--- src/rtl/pwm_demod_pkg.sv ---
// -----------------------------------------------------------------------------
// pwm_demod_pkg
// Shared audio-path definitions used by the PWM transmitter and receiver.
//   PWM_PERIOD : clocks per PWM frame (transmitter counter wraps at 254)
//   SAMPLE_W   : audio sample width
//   state_t    : receiver alignment state
//   sat_max()  : largest value representable in a given number of bits
// -----------------------------------------------------------------------------
package pwm_demod_pkg;

  localparam int PWM_PERIOD = 255;
  localparam int SAMPLE_W   = 8;

  typedef enum logic {
    ACQUIRE = 1'b0,
    LOCKED  = 1'b1
  } state_t;

  function automatic int unsigned sat_max(input int unsigned w);
    return (32'd1 << w) - 32'd1;
  endfunction

endpackage

--- src/rtl/pwm_demod_if.sv ---
// -----------------------------------------------------------------------------
// pwm_demod_if
// Signal bundle between a PWM source / sample consumer and the demodulator.
//   pwm_in       : asynchronous PWM stream (source -> demod)
//   sample_out   : last recovered sample (demod -> consumer)
//   sample_valid : one-cycle pulse when sample_out updates
//   locked       : frame alignment established
//   frame_err    : one-cycle pulse on a short frame (optional check)
// Modports: master = source/consumer side, slave = demodulator side.
// -----------------------------------------------------------------------------
interface pwm_demod_if
  import pwm_demod_pkg::*;
#(
  parameter int WIDTH = SAMPLE_W
);

  logic             pwm_in;
  logic [WIDTH-1:0] sample_out;
  logic             sample_valid;
  logic             locked;
  logic             frame_err;

  modport master (
    output pwm_in,
    input  sample_out,
    input  sample_valid,
    input  locked,
    input  frame_err
  );

  modport slave (
    input  pwm_in,
    output sample_out,
    output sample_valid,
    output locked,
    output frame_err
  );

endinterface

--- src/rtl/pwm_demod_sync_edge.sv ---
// -----------------------------------------------------------------------------
// pwm_demod_sync_edge
// Multi-flop synchronizer for an asynchronous pin followed by a rising-edge
// detector. Reusable for any slow asynchronous input.
//   clk    : system clock
//   rst_n  : synchronous active-low reset (clears all flops)
//   pin    : asynchronous input
//   pin_s  : synchronized level (last synchronizer stage)
//   rise   : pin_s high while its one-cycle-delayed copy is low
// Parameter STAGES (>= 2) sets the synchronizer depth.
// -----------------------------------------------------------------------------
module pwm_demod_sync_edge #(
  parameter int STAGES = 2
) (
  input  logic clk,
  input  logic rst_n,
  input  logic pin,
  output logic pin_s,
  output logic rise
);

  logic [STAGES-1:0] sync_reg;
  logic              pin_d_reg;

  always_ff @(posedge clk) begin
    if (!rst_n) begin
      sync_reg  <= '0;
      pin_d_reg <= 1'b0;
    end else begin
      sync_reg  <= {sync_reg[STAGES-2:0], pin};
      pin_d_reg <= sync_reg[STAGES-1];
    end
  end

  assign pin_s = sync_reg[STAGES-1];
  assign rise  = sync_reg[STAGES-1] & ~pin_d_reg;

endmodule

--- src/rtl/pwm_demod.sv ---
// -----------------------------------------------------------------------------
// pwm_demod
// Receive side of the audio PWM link. Recovers the sample carried by a
// fixed-period PWM stream (high time = sample value). Frames are delimited by
// rising edges of the synchronized pin, or by a period timeout when no edge
// arrives (constant-level input). One sample is emitted per frame.
//   clk          : system clock (only clock)
//   rst_n        : synchronous active-low reset
//   bus (slave)  : pwm_in in; sample_out, sample_valid, locked, frame_err out
// Parameters: PERIOD (clocks per frame), WIDTH (sample width, must equal the
// interface WIDTH), SYNC_STAGES (synchronizer depth, >= 2).
// Optional build macro PWM_DEMOD_FRAME_CHECK_EN: when defined, a rising edge
// that arrives in LOCKED before a full period has elapsed pulses frame_err
// together with the sample_valid of that (short) frame. When undefined,
// frame_err is tied low.
// -----------------------------------------------------------------------------
module pwm_demod
  import pwm_demod_pkg::*;
#(
  parameter int PERIOD      = PWM_PERIOD,
  parameter int WIDTH       = SAMPLE_W,
  parameter int SYNC_STAGES = 2
) (
  input  logic       clk,
  input  logic       rst_n,
  pwm_demod_if.slave bus
);

  localparam int              CW       = $clog2(PERIOD + 1);
  localparam logic [CW-1:0]   PERIOD_C = CW'(PERIOD);
  localparam int unsigned     SAT      = sat_max(WIDTH);

  logic pin_s;
  logic rise;

  pwm_demod_sync_edge #(
    .STAGES(SYNC_STAGES)
  ) u_sync_edge (
    .clk  (clk),
    .rst_n(rst_n),
    .pin  (bus.pwm_in),
    .pin_s(pin_s),
    .rise (rise)
  );

  state_t           state_reg;
  state_t           state_next;
  logic [CW-1:0]    period_cnt_reg;
  logic [CW-1:0]    high_cnt_reg;
  logic [WIDTH-1:0] sample_reg;
  logic [WIDTH-1:0] sample_next;
  logic             valid_reg;
  logic             at_period;
  logic             boundary;
  logic             const_frame;
  logic             emit;

  // A rise and a timeout landing on the same cycle form a single boundary.
  always_comb begin
    at_period   = (period_cnt_reg == PERIOD_C);
    boundary    = rise | at_period;
    const_frame = (high_cnt_reg == PERIOD_C) || (high_cnt_reg == '0);
    sample_next = (32'(high_cnt_reg) > SAT) ? WIDTH'(SAT) : WIDTH'(high_cnt_reg);
  end

  // State register.
  always_ff @(posedge clk) begin
    if (!rst_n) begin
      state_reg <= ACQUIRE;
    end else begin
      state_reg <= state_next;
    end
  end

  // Next state: the first boundary after reset establishes alignment.
  always_comb begin
    state_next = state_reg;
    case (state_reg)
      ACQUIRE: if (boundary) state_next = LOCKED;
      LOCKED:  state_next = LOCKED;
      default: state_next = ACQUIRE;
    endcase
  end

  // Outputs: while acquiring, the frame before the first boundary is usually
  // partial and is dropped. The exception is an edge-less timeout over a
  // constant level, which is necessarily a complete frame.
  always_comb begin
    emit = 1'b0;
    case (state_reg)
      ACQUIRE: emit = at_period & ~rise & const_frame;
      LOCKED:  emit = boundary;
      default: emit = 1'b0;
    endcase
  end

  // The boundary cycle itself is the first cycle of the new frame.
  always_ff @(posedge clk) begin
    if (!rst_n) begin
      period_cnt_reg <= '0;
      high_cnt_reg   <= '0;
    end else if (boundary) begin
      period_cnt_reg <= CW'(1);
      high_cnt_reg   <= CW'(pin_s);
    end else begin
      period_cnt_reg <= period_cnt_reg + CW'(1);
      high_cnt_reg   <= high_cnt_reg + CW'(pin_s);
    end
  end

  always_ff @(posedge clk) begin
    if (!rst_n) begin
      sample_reg <= '0;
      valid_reg  <= 1'b0;
    end else begin
      valid_reg <= emit;
      if (emit) sample_reg <= sample_next;
    end
  end

`ifdef PWM_DEMOD_FRAME_CHECK_EN
  logic err_reg;

  // Only edges can shorten a frame; timeouts are full length by construction.
  always_ff @(posedge clk) begin
    if (!rst_n) begin
      err_reg <= 1'b0;
    end else begin
      err_reg <= (state_reg == LOCKED) & rise & ~at_period;
    end
  end

  assign bus.frame_err = err_reg;
`else
  assign bus.frame_err = 1'b0;
`endif

  assign bus.sample_out   = sample_reg;
  assign bus.sample_valid = valid_reg;
  assign bus.locked       = (state_reg == LOCKED);

endmodule

--- src/flat_wrapper.sv ---
// flat-port wrapper written by rule: the top's interface ports become plain ports
module pwm_demod_flat import pwm_demod_pkg::*;
#(
  parameter int PERIOD      = PWM_PERIOD,
  parameter int WIDTH       = SAMPLE_W,
  parameter int SYNC_STAGES = 2
)
  (clk, rst_n, bus_pwm_in, bus_sample_out, bus_sample_valid, bus_locked, bus_frame_err);
  pwm_demod_if #(.WIDTH(WIDTH)) bus_i ();
  input  logic clk;
  input  logic rst_n;
  input wire logic [$bits(bus_i.pwm_in)-1:0] bus_pwm_in;
  output wire logic [$bits(bus_i.sample_out)-1:0] bus_sample_out;
  output wire logic [$bits(bus_i.sample_valid)-1:0] bus_sample_valid;
  output wire logic [$bits(bus_i.locked)-1:0] bus_locked;
  output wire logic [$bits(bus_i.frame_err)-1:0] bus_frame_err;
  assign bus_i.pwm_in = bus_pwm_in;
  assign bus_sample_out = bus_i.sample_out;
  assign bus_sample_valid = bus_i.sample_valid;
  assign bus_locked = bus_i.locked;
  assign bus_frame_err = bus_i.frame_err;
  pwm_demod #(.PERIOD(PERIOD), .WIDTH(WIDTH), .SYNC_STAGES(SYNC_STAGES)) u_core (.clk(clk), .rst_n(rst_n), .bus(bus_i));
endmodule
--- config.mk ---
export PLATFORM = sky130hd
export DESIGN_NAME = pwm_demod_flat
export DESIGN_NICKNAME = d
export VERILOG_FILES = /design/src/rtl/pwm_demod_pkg.sv /design/src/rtl/pwm_demod_if.sv /design/src/rtl/pwm_demod_sync_edge.sv /design/src/rtl/pwm_demod.sv /design/src/flat_wrapper.sv
export SDC_FILE = /design/constraint.sdc
export NUM_CORES = 1
export LEC_CHECK = 0
export CAP_MARGIN = 10
export CORE_MARGIN = 2
export CORE_UTILIZATION = 40
export DETAILED_ROUTE_END_ITERATION = 7
export GPL_TIMING_DRIVEN = 0
export PLACE_DENSITY = 0.64
export SYNTH_ARGS = -nofsm -noshare
export SYNTH_HDL_FRONTEND = slang
export SYNTH_SLANG_ARGS = --single-unit
--- constraint.sdc ---
create_clock -name clk -period 1.45 [get_ports clk]
set_input_delay 0.3625 -clock clk [delete_from_list [all_inputs] [get_ports clk]]
set_output_delay 0.3625 -clock clk [all_outputs]
set_load 0.01 [all_outputs]
==> flow_metrics.py, run 1 <==
metrics = {
    "power": {
        "power_switching_uw": 320,
        "power_frac_comb": 0.068,
        "power_density_nw_per_um2": 930,
        "ir_drop_mv": 0.776,
        "internal_power_mw": 1.08,
        "p_seq_frac": 0.585,
        "cellLeakagePower_nw": 0.625,
        "p_clk_frac": 0.347,
        "p_sw_frac": 0.229,
    },
    "timing": {
        "fin_skew_ns": 0.00403,
        "clock.fmax_mhz": 639,
        "hold_slack_ns": 0.406,
        "finalSetupViolations": 8,
        "period_share": 1.08,
        "period_minus_slack_ns": 1.57,
        "slew_violations": 0,
        "rsz0062_at_grt": "yes",
        "finalHoldViolations": 0,
        "setup_slack_ns": -0.115,
    },
    "final_layout": {
        "stdcell_count": 180,
        "multiInputGateArea_um2": 613,
        "drive_above_1_share": 0.215,
        "utilization": 0.547,
        "layout_common_cells": "dfxtp_1 (20), nand2_1 (19), nor2_1 (15), dlygate4sd2_1 (10), mux2i_1 (9)",
        "fin_area_um2": 1510,
        "areaGrowthSynthToFinish_pct": 29.3,
        "n_fill_cell": 256,
        "ff_latch_area_um2": 602,
        "diodes": 0,
        "layout_commonest_cell": "dfxtp_1",
        "nNetsFinal": 155,
    },
    "synth": {
        "syn-instance-count": 124,
        "ys_ff_latch": 29,
        "synth_cell_types": 25,
        "ys_top_cells_by_area": "dfxtp_1 (50%), mux2i_1 (7.7%), nand2_1 (6.1%)",
        "yosys_warnings": 0,
        "syn_nets": 130,
        "avgSynthCellArea_um2": 9.40,
        "yosysSeqAreaShare": 0.498,
        "synth_area_um2": 1170,
        "synth_top_cell_area_share": 0.498,
        "synth_area_leader_cell": "dfxtp_1",
    },
    "clocking": {
        "h-tree-depth": 2,
        "root_buffer": "clkbuf_4",
        "cts_buffers": 5,
        "clock_sinks": 29,
        "cts_buffer_depth": 2,
        "worstSkewPairLatency_ns": 0.32,
        "path_clk_slew_ns": 0.08,
        "cts_tree": "done",
    },
    "place": {
        "dpl_cell_area_um2": 1320,
        "place_congestion": 0.748,
        "hpwl_mm": 1.47,
        "place_ws_ns": -0.188,
        "dp.cells": 166,
        "port_buffers": 11,
    },
    "floorplan": {
        "start_util": 0.423,
        "die_h_um": 58.0,
        "die_x_um": 58.0,
        "die_area_um2": 3360,
        "design.core.area_um2": 2760,
        "rows": 19,
        "pin_count": 14,
    },
    "route": {
        "num_vias": 884,
        "initialDrtViolationCount": 21,
        "routedWlPerCell_um": 12.7,
        "firstDrtPassIters": 4,
        "drc": 0,
        "wl_mm": 2.28,
        "postRouteAntennaNets": 0,
        "routed_via_density": 4.91,
    },
    "grt": {
        "gr-usage-met2": 0.253,
        "met3_usage": 0.0536,
        "antenna_found_initial": 0,
        "grt_use_total": 0.163,
        "grtUsageMet1": 0.196,
        "top_usage_layer": "met2",
        "grt_pass1_wl_mm": 4.08,
        "overflow": 0,
        "grt_pass1_vias": 932,
        "grt_max_degree": 11,
    },
    "critical_path": {
        "path_class": "flip-flop to flip-flop",
        "cp_data_arrival_time_ns": 1.81,
        "end_kind": "flip-flop",
        "cp_data_required_time_ns": 1.70,
        "worst-path-max-fanout": 5,
        "startpoint_type": "flip-flop",
    },
    "outcome": {
        "violations": "negative setup slack",
        "status": "finished with violations",
    },
    "flow_run": {
        "maxCapViolCount": 0,
    },
    "min_path": {
        "hold_class": "primary input to flip-flop",
    },
}
-- worst paths after layout --
kind	to	cells after the start	slack, ns	startpoint
setup / recovery	u_core.bus.sample_out[1]	5	-0.12	u_core.high_cnt_reg[3]
hold reg to reg	u_core.u_sync_edge.sync_reg[1]	1	0.44	u_core.u_sync_edge.sync_reg[0]
setup reg to reg	u_core.bus.sample_out[1]	5	-0.12	u_core.high_cnt_reg[3]
hold / removal	u_core.bus.sample_out[4]	3	0.41	rst_n
-- cells in the mapped netlist --
library cell,instances
dfxtp_1,29
nand2_1,19
nor2_1,15
mux2i_1,9
nand3_1,8
xor2_1,8
and3_1,5
and2_1,4
xnor2_1,4
clkbuf_1,3
ha_1,3
a21boi_0,2
nand4_1,2
nor4_1,2
a211oi_2,1
a21oi_1,1
and4_1,1
buf_2,1
buf_4,1
buf_6,1
conb_1,1
inv_1,1
nand2b_1,1
nor2b_1,1
o21a_1,1
-- layout make-up --
class,instances,area share
multi-input combinational,88,0.407
sequential,29,0.399
timing repair buffer,18,0.102
clock buffer,7,0.0365
buffer,6,0.0274
tap,31,0.0257
inverter,1,0.00249
-- stage by stage --
step | total power [mW] | TNS (ns)
CTS | 1.41 | -0.182
floorplan | 0.893 | 0
finish | 1.40 | -0.625
detailed placement | 0.915 | -2.11
global route | 1.46 | -1.08
global placement | 0.912 | -1.24
-- repair_timing --
| item | in CTS | in global routing |
|---|---|---|
| hold buffers | 0 | 0 |
| buffers inserted | 6 | 0 |
| setup endpoints to repair | 29 | 19 |
| resized for setup | 33 | 6 |
| pin swaps | 6 | 4 |
| gates cloned | 1 | 0 |
-- metal layers --
layer	up-vias	wire [µm]
met3	4	85
met1	411	1080
met4	0	42
met5	-	0
met2	14	1070
li1	455	-
-- power by group through the flow --
stage                     Sequential (mW)  Clock [mW]  Combinational (mW)
after detailed placement            0.841           0              0.0743
after floorplan                     0.839           0              0.0534
after CTS                           0.821       0.501              0.0914
after global routing                0.823       0.530               0.106
final                               0.820       0.487              0.0958
after global placement              0.840           0              0.0721
-- cells by family after synthesis --
kind of cell,count (synthesis),share of synthesized area
buffers and inverters,7,0.0333
other,1,0.00322
adder cells (fa/ha/maj),3,0.0322
multiplexers,9,0.0773
flip-flops,29,0.498
AND/OR/NAND/NOR,58,0.232
XOR/XNOR,12,0.0901
AO/OA/AOI/OAI,5,0.0343
-- worst max-delay path, stage by stage (launching register included) --
cell and delay, ns:
dfxtp_4 0.37, nor4_4 0.31, a21oi_2 0.11, a211oi_4 0.32, buf_6 0.18, mux2i_1 0.20
(Power assumes the default switching activity.)
==> run 2, diff against run 1 <==
SETUP_SLACK_MARGIN = 0.5   (was unset)
==> run 2 against run 1 <==
The flow still finishes with violations (negative setup slack). Critical path type unchanged. Sequential share of layout area fell by 4.3 points. Fmax is 6.9% higher. Total power increased by 7.2%. Cell count up 5.0%. Clock power increased by 15%. Wire length rose by 13%. Critical endpoint is now u_core.bus.sample_out[7]. Combinational power increased by 36%. Non-clock buffer count rose by 8. Largest power group unchanged. Clock skew rose by 0.010 ns.
==> flow_metrics.py, run 2 (same netlist as run 1, synthesis figures left out) <==
metrics = {
    "place": {
        "place_congestion": 0.810,
        "hpwl_mm": 1.51,
        "dp.cells": 166,
        "port_buffers": 11,
        "place_ws_ns": -0.104,
    },
    "final_layout": {
        "n_fill_cell": 218,
        "stdcell_count": 189,
        "nNetsFinal": 163,
        "drive_above_1_share": 0.563,
        "layout_common_cells": "nand2_1 (18), dfxtp_2 (15), buf_4 (13), buf_6 (12), mux2i_1 (9)",
        "layout_commonest_cell": "nand2_1",
        "areaGrowthSynthToFinish_pct": 51.6,
        "diodes": 0,
    },
    "timing": {
        "finalHoldViolations": 0,
        "setup_slack_ns": -0.0138,
        "period_share": 1.01,
        "slew_violations": 0,
        "hold_slack_ns": 0.370,
        "finalSetupViolations": 7,
        "fin_skew_ns": 0.0142,
        "period_minus_slack_ns": 1.46,
        "fin_tns_setup_ns": -0.0524,
        "clock.fmax_mhz": 683,
        "rsz0062_at_grt": "yes",
    },
    "route": {
        "firstDrtPassIters": 4,
        "postRouteAntennaNets": 0,
        "drc": 0,
        "wl_mm": 2.58,
        "routedWlPerCell_um": 13.6,
        "num_vias": 938,
        "routed_via_density": 4.96,
        "initialDrtViolationCount": 17,
    },
    "power": {
        "finalPower_mw": 1.50,
        "ir_drop_mv": 0.652,
        "power_density_nw_per_um2": 850,
        "cellLeakagePower_nw": 0.672,
    },
    "clocking": {
        "h-tree-depth": 2,
        "cts_buffer_depth": 2,
        "worstSkewPairLatency_ns": 0.33,
        "cts_buffers": 5,
        "root_buffer": "clkbuf_4",
        "path_clk_slew_ns": 0.10,
        "cts_tree": "done",
        "clock_sinks": 29,
    },
    "critical_path": {
        "cp_data_required_time_ns": 1.70,
        "cp_data_arrival_time_ns": 1.72,
        "path_class": "flip-flop to flip-flop",
        "worst-path-max-fanout": 4,
        "end_kind": "flip-flop",
        "startpoint_type": "flip-flop",
        "reg2reg_from": "u_core.high_cnt_reg[4]",
        "worstReg2RegEnd": "u_core.bus.sample_out[7]",
        "r2r_slack_ns": -0.01,
        "reg2reg_depth": 5,
    },
    "floorplan": {
        "start_util": 0.423,
        "die_x_um": 58.0,
        "design.core.area_um2": 2760,
        "pin_count": 14,
        "die_area_um2": 3360,
        "die_h_um": 58.0,
        "rows": 19,
    },
    "grt": {
        "grt_pass1_vias": 991,
        "grt_pass1_wl_mm": 4.40,
        "overflow": 0,
        "grt_max_degree": 11,
        "grt_use_total": 0.176,
        "antenna_found_initial": 0,
    },
    "outcome": {
        "violations": "negative setup slack",
        "status": "finished with violations",
    },
    "min_path": {
        "hold_path_depth": 3,
        "hold_start": "rst_n",
        "holdPathEnd": "u_core.bus.sample_out[4]",
        "hold_class": "primary input to flip-flop",
    },
    "flow_run": {
        "maxCapViolCount": 0,
    },
}
-- run 2: layout make-up --
cell class	instances	area [µm²]	share of cell area
multi-input combinational	88	731	0.413
sequential	29	629	0.356
timing repair buffer	26	248	0.140
clock buffer	7	65.1	0.0368
buffer	6	47.5	0.0269
tap	31	38.8	0.0219
clock inverter	1	5.00	0.00283
inverter	1	3.75	0.00212
-- run 2: worst max path at each step --
stage                                        start                  endpoint  slack, ns  cells past startpoint
final                       u_core.high_cnt_reg[4]  u_core.bus.sample_out[7]      -0.01                      5
after global routing        u_core.high_cnt_reg[5]  u_core.bus.sample_out[0]      -0.08                      5
after CTS                   u_core.high_cnt_reg[5]  u_core.bus.sample_out[1]       0.01                      5
after detailed placement  u_core.period_cnt_reg[1]  u_core.bus.sample_out[1]      -0.10                      6
after global placement      u_core.high_cnt_reg[2]  u_core.bus.sample_out[5]      -0.04                      5
after floorplan           u_core.period_cnt_reg[1]  u_core.bus.sample_out[0]       0.05                      6
-- run 2: stage by stage --
| step | instance area, µm² | utilization |
|---|---|---|
| finish | 1770 | 0.641 |
| global route | 1770 | 0.641 |
| CTS | 1650 | 0.598 |
| detailed placement | 1370 | 0.497 |
| global placement | 1370 | 0.497 |
| floorplan | 1220 | - |
-- run 2: worst max-delay path: stages, from the launching register on --
cell and delay, ns:
dfxtp_4 0.38, nor4_4 0.27, a21oi_2 0.10, a211oi_4 0.26, buf_4 0.19, mux2i_1 0.17
-- run 2: power by group --
group | switching, mW | internal (mW)
sequential | 0.0154 | 0.799
clock | 0.279 | 0.281
combinational | 0.0610 | 0.0689
-- run 2: what timing repair did --
item / in CTS / in global routing
setup endpoints to repair: 36 / 36
setup buffers: 11 / 2
cloned: 2 / 0
resized for setup: 76 / 44
hold buffers: 0 / 0
pin swaps: 11 / 0
-- run 2: metal layers --
metal	part of all wire	GRT usage	vias up
met5	0	0	-
met4	0.016	0.0797	0
met3	0.036	0.0469	5
met2	0.48	0.276	16
met1	0.47	0.226	442
li1	-	-	475
